==> src/rtl/led_pkg.sv <==
// Shared types and the 7-segment glyph table for the LED digit array.
//   seg7_t    : active-high segment vector {G,F,E,D,C,B,A}
//   SEG_OFF   : all segments dark
//   SEG_CODE  : glyphs for nibble values 0..F (A,b,C,d,E,F for 10..15)
//   seg7_of() : nibble + hex_mode -> glyph; BCD mode blanks values above 9
package led_pkg;

    typedef logic [6:0] seg7_t;

    localparam seg7_t SEG_OFF = 7'b0000000;

    localparam seg7_t SEG_CODE [16] = '{
        7'b0111111, 7'b0000110, 7'b1011011, 7'b1001111,
        7'b1100110, 7'b1101101, 7'b1111101, 7'b0000111,
        7'b1111111, 7'b1101111, 7'b1110111, 7'b1111100,
        7'b0111001, 7'b1011110, 7'b1111001, 7'b1110001
    };

    function automatic seg7_t seg7_of(input logic [3:0] nibble, input logic hex_mode);
        if (!hex_mode && (nibble > 4'd9)) begin
            return SEG_OFF;
        end
        return SEG_CODE[nibble];
    endfunction

endpackage

==> src/rtl/seg7_decode.sv <==
// Combinational nibble -> 7-segment glyph decoder (active-high).
//   i_nibble   : value to show
//   i_hex_mode : 1 = show A..F, 0 = BCD (values above 9 decode to dark)
//   o_seg      : {G,F,E,D,C,B,A}, 1 = lit
module seg7_decode
    import led_pkg::*;
(
    input  logic [3:0] i_nibble,
    input  logic       i_hex_mode,
    output seg7_t      o_seg
);

    assign o_seg = seg7_of(i_nibble, i_hex_mode);

endmodule

==> src/rtl/led_scan_mux.sv <==
// Multiplexed common-anode 7-segment display driver.
//   Clk, Rst_n        : clock, synchronous active-low reset
//   wr_en/wr_data/
//   wr_dp/wr_blank    : one-cycle write of digit values, decimal points and blank mask;
//                       applied at the next frame boundary
//   hex_mode, lz_en   : live decode mode and leading-zero suppression
//   seg, seg_dp, dig  : registered segment, decimal point and digit-enable drives
//   frame_start       : pulse when the digit 0 slot begins
//   busy              : a write is pending and not yet displayed
module led_scan_mux
    import led_pkg::*;
#(
    parameter int unsigned DIGITS         = 4,
    parameter int unsigned SLOT_CYCLES    = 12500,
    parameter int unsigned BLANK_CYCLES   = 500,
    parameter int unsigned SEG_ACTIVE_LOW = 1,
    parameter int unsigned DIG_ACTIVE_LOW = 1
) (
    input  logic                  Clk,
    input  logic                  Rst_n,
    input  logic                  wr_en,
    input  logic [4*DIGITS-1:0]   wr_data,
    input  logic [DIGITS-1:0]     wr_dp,
    input  logic [DIGITS-1:0]     wr_blank,
    input  logic                  hex_mode,
    input  logic                  lz_en,
    output logic [6:0]            seg,
    output logic                  seg_dp,
    output logic [DIGITS-1:0]     dig,
    output logic                  frame_start,
    output logic                  busy
);

    localparam int unsigned IDX_W = (DIGITS > 1) ? $clog2(DIGITS) : 1;
    localparam int unsigned CNT_W = (SLOT_CYCLES > 1) ? $clog2(SLOT_CYCLES) : 1;
    localparam logic [CNT_W-1:0] LAST_CNT  = CNT_W'(SLOT_CYCLES - 1);
    localparam logic [CNT_W-1:0] BLANK_CNT = CNT_W'(BLANK_CYCLES);
    localparam logic [IDX_W-1:0] LAST_IDX  = IDX_W'(DIGITS - 1);
    localparam logic SEG_INV = (SEG_ACTIVE_LOW != 0);
    localparam logic DIG_INV = (DIG_ACTIVE_LOW != 0);

    logic [CNT_W-1:0]    r_cnt;
    logic [IDX_W-1:0]    r_idx;
    logic [4*DIGITS-1:0] r_pend_data, r_disp_data;
    logic [DIGITS-1:0]   r_pend_dp, r_disp_dp;
    logic [DIGITS-1:0]   r_pend_blank, r_disp_blank;
    logic                r_pend_valid;
    logic [6:0]          r_seg;
    logic                r_seg_dp;
    logic [DIGITS-1:0]   r_dig;
    logic                r_frame_start;

    logic              w_wrap, w_boundary, w_lit;
    logic [3:0]        w_nib;
    logic              w_sel_dp, w_sel_blank, w_sel_lz;
    logic [DIGITS-1:0] w_onehot, w_lz;
    seg7_t             w_dec_seg, w_seg_hi;
    logic              w_dp_hi;
    logic [DIGITS-1:0] w_dig_hi;

    assign w_wrap     = (r_cnt == LAST_CNT);
    assign w_boundary = w_wrap && (r_idx == LAST_IDX);
    assign w_lit      = (r_cnt >= BLANK_CNT);

    // Digit i is a leading zero when it and every digit above it hold 0; digit 0 never is.
    always_comb begin
        logic v_zero;
        v_zero = 1'b1;
        w_lz   = '0;
        for (int i = DIGITS - 1; i >= 0; i--) begin
            v_zero  = v_zero && (r_disp_data[4*i +: 4] == 4'h0);
            w_lz[i] = v_zero && (i != 0);
        end
    end

    always_comb begin
        w_nib       = 4'h0;
        w_sel_dp    = 1'b0;
        w_sel_blank = 1'b0;
        w_sel_lz    = 1'b0;
        w_onehot    = '0;
        for (int i = 0; i < DIGITS; i++) begin
            if (r_idx == IDX_W'(i)) begin
                w_nib       = r_disp_data[4*i +: 4];
                w_sel_dp    = r_disp_dp[i];
                w_sel_blank = r_disp_blank[i];
                w_sel_lz    = lz_en && w_lz[i];
                w_onehot[i] = 1'b1;
            end
        end
    end

    seg7_decode u_seg7_decode (
        .i_nibble   (w_nib),
        .i_hex_mode (hex_mode),
        .o_seg      (w_dec_seg)
    );

    // Forced blank kills the dp as well; BCD-invalid (decoder) and LZ blanking keep it.
    always_comb begin
        w_seg_hi = SEG_OFF;
        w_dp_hi  = 1'b0;
        w_dig_hi = '0;
        if (w_lit) begin
            w_dig_hi = w_onehot;
            if (!w_sel_blank) begin
                w_seg_hi = w_sel_lz ? SEG_OFF : w_dec_seg;
                w_dp_hi  = w_sel_dp;
            end
        end
    end

    always_ff @(posedge Clk) begin
        if (!Rst_n) begin
            r_cnt         <= '0;
            r_idx         <= '0;
            r_pend_data   <= '0;
            r_pend_dp     <= '0;
            r_pend_blank  <= '0;
            r_pend_valid  <= 1'b0;
            r_disp_data   <= '0;
            r_disp_dp     <= '0;
            r_disp_blank  <= '0;
            r_seg         <= SEG_OFF ^ {7{SEG_INV}};
            r_seg_dp      <= SEG_INV;
            r_dig         <= {DIGITS{DIG_INV}};
            r_frame_start <= 1'b0;
        end else begin
            if (w_wrap) begin
                r_cnt <= '0;
                r_idx <= (r_idx == LAST_IDX) ? '0 : r_idx + 1'b1;
            end else begin
                r_cnt <= r_cnt + 1'b1;
            end

            // Only a valid pending write reaches the display, so a boundary-cycle bypass
            // is never overwritten by stale pending data.
            if (wr_en && w_boundary) begin
                r_disp_data  <= wr_data;
                r_disp_dp    <= wr_dp;
                r_disp_blank <= wr_blank;
                r_pend_valid <= 1'b0;
            end else if (wr_en) begin
                r_pend_data  <= wr_data;
                r_pend_dp    <= wr_dp;
                r_pend_blank <= wr_blank;
                r_pend_valid <= 1'b1;
            end else if (w_boundary && r_pend_valid) begin
                r_disp_data  <= r_pend_data;
                r_disp_dp    <= r_pend_dp;
                r_disp_blank <= r_pend_blank;
                r_pend_valid <= 1'b0;
            end

            r_seg         <= w_seg_hi ^ {7{SEG_INV}};
            r_seg_dp      <= w_dp_hi ^ SEG_INV;
            r_dig         <= w_dig_hi ^ {DIGITS{DIG_INV}};
            r_frame_start <= w_boundary;
        end
    end

    assign seg         = r_seg;
    assign seg_dp      = r_seg_dp;
    assign dig         = r_dig;
    assign frame_start = r_frame_start;
    assign busy        = r_pend_valid;

endmodule

==> config.mk <==
export PLATFORM = sky130hd
export DESIGN_NAME = led_scan_mux
export DESIGN_NICKNAME = d
export VERILOG_FILES = /design/src/rtl/led_pkg.sv /design/src/rtl/seg7_decode.sv /design/src/rtl/led_scan_mux.sv
export SDC_FILE = /design/constraint.sdc
export NUM_CORES = 1
export LEC_CHECK = 0
export BUFFER_PORTS_ARGS = -buffer_cell sky130_fd_sc_hd__buf_2
export CAP_MARGIN = 20
export CORE_MARGIN = 1
export CORE_UTILIZATION = 58
export CTS_CLUSTER_DIAMETER = 200
export DETAILED_ROUTE_END_ITERATION = 10
export PLACE_DENSITY = 0.88
export SYNTH_ARGS = -nofsm -noshare
export SYNTH_HDL_FRONTEND = slang
export SYNTH_SLANG_ARGS = --single-unit
==> constraint.sdc <==
create_clock -name Clk -period 3.6 [get_ports Clk]
set_input_delay 0.54 -clock Clk [delete_from_list [all_inputs] [get_ports Clk]]
set_output_delay 0.54 -clock Clk [all_outputs]
set_load 0.02 [all_outputs]
==> results.yml <==
sta:
  maxSlewHeadroom_pct: 47.1
  period_needed_ns: 2.96
  setup_violations: 0
  worst_slew_pin_slew_ns: 0.773
  rsz0062_at_grt: "false"
  hold_viol_final: 0
  maxSlewViolCount: 0
  hold_ws_ns: 0.443
  setup_slack_ns: 0.640
  finalCritPeriodShare_pct: 82.2
  fin_worst_skew_ns: 0.00648
  clock.fmax_mhz: 338
  setup-tns-final_ns: 0
critical_path:
  slowest_delay_ns: 0.66
  startpoint_type: "flop"
  cp.required_ns: 3.81
  cp-end-kind: "flop"
  critPathArrivalTime_ns: 3.17
  crit_chain: "ha_1, a211oi_1, a211oi_1, ha_1, nor2_1, o211ai_1, o211a_1, o221ai_1"
  crit_type: "reg -> reg"
  path_max_fanout: 21
  cpMaxStageDelayCell: "a211oi_1"
yosys:
  synth_area_mm2: 0.00355
  synth_compound_area_share_pct: 11.6
  netlist_instances: 375
  ys_dominant_reg_cell: "dfxtp_1"
  synth_top_family_by_area: "simple AND/OR/NAND/NOR gates"
  yosysWarningCount: 0
  synth_nets: 416
  syn_avg_cell_area_um2: 9.46
  ys_types: 45
  synth-simple-area-share_pct: 17.5
  synthAdderAreaFrac_pct: 4.23
  muxShareOfSynthArea_pct: 15.0
  ys_ff_latch: 78
  synth_edf_count: 0
  yosysSeqAreaShare_pct: 44.0
  synthArstFlopShare_pct: 0
  synth_xor_area_share_pct: 2.96
power_and_ir_drop:
  seq_power_share_pct: 49.2
  clock_power_share_pct: 44.9
  peakVddDrop_v: 0.000337
  power.total_mw: 1.82
  p_leak_nw: 1.69
  powerDensity_mw_per_mm2: 449
  switching_share_pct: 21.3
  p_switching_uw: 387
  p_int_mw: 1.43
  combPwrFrac_pct: 5.9
clock_network:
  cts_buffer_depth: 2
  cts_tree: "yes"
  ctsHoldBuffers: 0
  cts_made_buffers: 9
  insertion_delay_ns: 0.35
  cts_root_buf: "clkbuf_8"
  ctsResizeCount: 0
  cts_sinks: 78
  cts_setup_buffers: 0
  h-tree-depth: 3
  clk_pin_slew_ns: 0.08
floorplanning:
  dieArea_mm2: 0.00643
  rows: 28
  die_h_um: 80.2
  die_w_um: 80.2
  start_util_pct: 59.9
  core-area_mm2: 0.00592
  io_pins: 43
routing:
  drt-pass1-iter-count: 4
  postRouteAntennaNets: 0
  drt_iter0_markers: 126
  totalWireLength_mm: 7.24
  drt-wirelength-per-cell_um: 14.7
  vias_per_cell: 5.62
  drc_errors: 0
  num_vias: 2775
cells_and_area:
  num_antenna_cells: 0
  finalNonFillerCells: 494
  synthToLayoutAreaGrowth_pct: 14.1
  final_nets: 455
  drive_gt1_share_pct: 20.3
  fillers: 482
global_route:
  grt.total_usage_pct: 24.9
  grt_overflow: 0
  grt_max_degree: 30
  grt_pass1_vias: 2742
  antenna_found_initial: 0
  grt_pass1_wl_mm: 12.2
outcome:
  status: "complete, no violations"
flow_run:
  maxCapViolCount: 0
place:
  place_ws_ns: 0.647
  port_buffers: 42
  gp_congestion: 0.911
  placed_cells_incl_taps: 478
  hpwl_mm: 5.02
hold_path:
  hold_class: "in -> reg"
## power by group through the flow
stage               Clock, mW  Combinational, mW  Sequential, mW
global placement            0              0.104           0.912
finish                  0.817              0.108           0.894
detailed placement          0              0.108           0.913
floorplan                   0             0.0746           0.911
global route            0.860              0.119           0.896
CTS                     0.826              0.109           0.893
## sequential cells by signal, indices dropped and copies added, names as in the netlist, 2 cells and up
name / cells
r_disp_data: 16
r_pend_blank: 4
r_pend_dp: 4
r_cnt: 14
r_disp_dp: 4
r_idx: 2
seg: 7
r_pend_data: 16
r_disp_blank: 4
dig: 4
## worst paths after layout
kind	start	end	slack, ns	cells past startpoint
worst min register to register	r_disp_blank[3]	r_disp_blank[3]	0.47	2
worst max-delay path	r_idx[0]	seg[2]	0.64	8
worst min-delay path	wr_data[3]	r_pend_data[3]	0.44	3
worst max register to register	r_idx[0]	seg[2]	0.64	8
## critical path: cells and delay by family (launching register included)
family | cells | cell delay [ns]
adders and majority gates | 2 | 0.97
and+or+nand+nor | 1 | 0.07
AOI/OAI and AO/OA | 5 | 1.36
DFF | 1 | 0.41
## metal layers
layer  GRT usage [%]  wire [µm]  vias to the layer above
met5               0          0                        -
met4            10.7        114                        0
met3            6.82        306                       14
li1                -          -                     1368
met2            43.3       3770                       61
met1            28.5       3050                     1332
## synthesized netlist by cell type, drive strengths merged, types with 2 or more instances
cell,number,share of area (%)
a2111oi,2,0.49
nor4,4,1.1
nor3b,4,0.85
xor2,6,1.5
nand2,44,4.7
inv,13,1.4
nand3,3,0.78
clkbuf,11,1.2
a211oi,6,1.3
buf,9,2.2
nand3b,5,1.1
ha,12,4.2
a21oi,9,1.3
mux2,2,0.64
xnor2,6,1.5
and3,4,0.78
o21ai,28,4.8
o221ai,2,0.49
o211ai,5,1.1
nand4,3,0.53
o211a,2,0.56
nand2b,3,0.53
or3,2,0.49
nor2,45,4.8
dfxtp,78,44
nor2b,3,0.53
mux2i,51,14
or2,3,0.53
## layout by cell type (no fill, tap or decap), types with 4 or more instances in the layout
master    Yosys  layout
buf_2         4      42
inv_1        13      13
a21oi_1       9       9
nor3b_1       4       4
a211oi_1      6       6
o21ai_0       8       8
xor2_1        6       6
mux2i_1      51      51
o21ai_2       8       8
xnor2_1       6       6
o21ai_1      12      12
ha_1         12      12
clkbuf_8      0      11
buf_4         0       5
o211ai_1      5       5
nand3b_1      5       5
dfxtp_1      78      78
nor2_1       45      45
nand2_1      44      44
## metrics by stage
stage | utilization (%) | cell area [µm²]
6_report | 68.3 | 4050
5_1_grt | 68.3 | 4050
4_1_cts | 68.3 | 4050
3_5_place_dp | 64.0 | 3790
3_3_place_gp | 64.0 | 3790
2_1_floorplan | - | 3550
## cells by family after synthesis
kind of cell | Yosys count
muxes | 53
buffers and inverters | 33
and+or+nand+nor | 126
xor gates and xnor gates | 12
AOI/OAI and AO/OA | 61
DFF | 78
adders and majority gates | 12
## area by class of cell
| class | count | area [µm²] | share of cell area, % |
|---|---|---|---|
| clock inverter | 5 | 104 | 2.57 |
| multi-input combinational | 264 | 1820 | 44.9 |
| clock buffer | 11 | 151 | 3.74 |
| timing repair buffer | 48 | 268 | 6.62 |
| inverter | 13 | 48.8 | 1.21 |
| sequential | 78 | 1560 | 38.6 |
| tap | 75 | 93.8 | 2.32 |
Power figures use the tool's default switching activity.
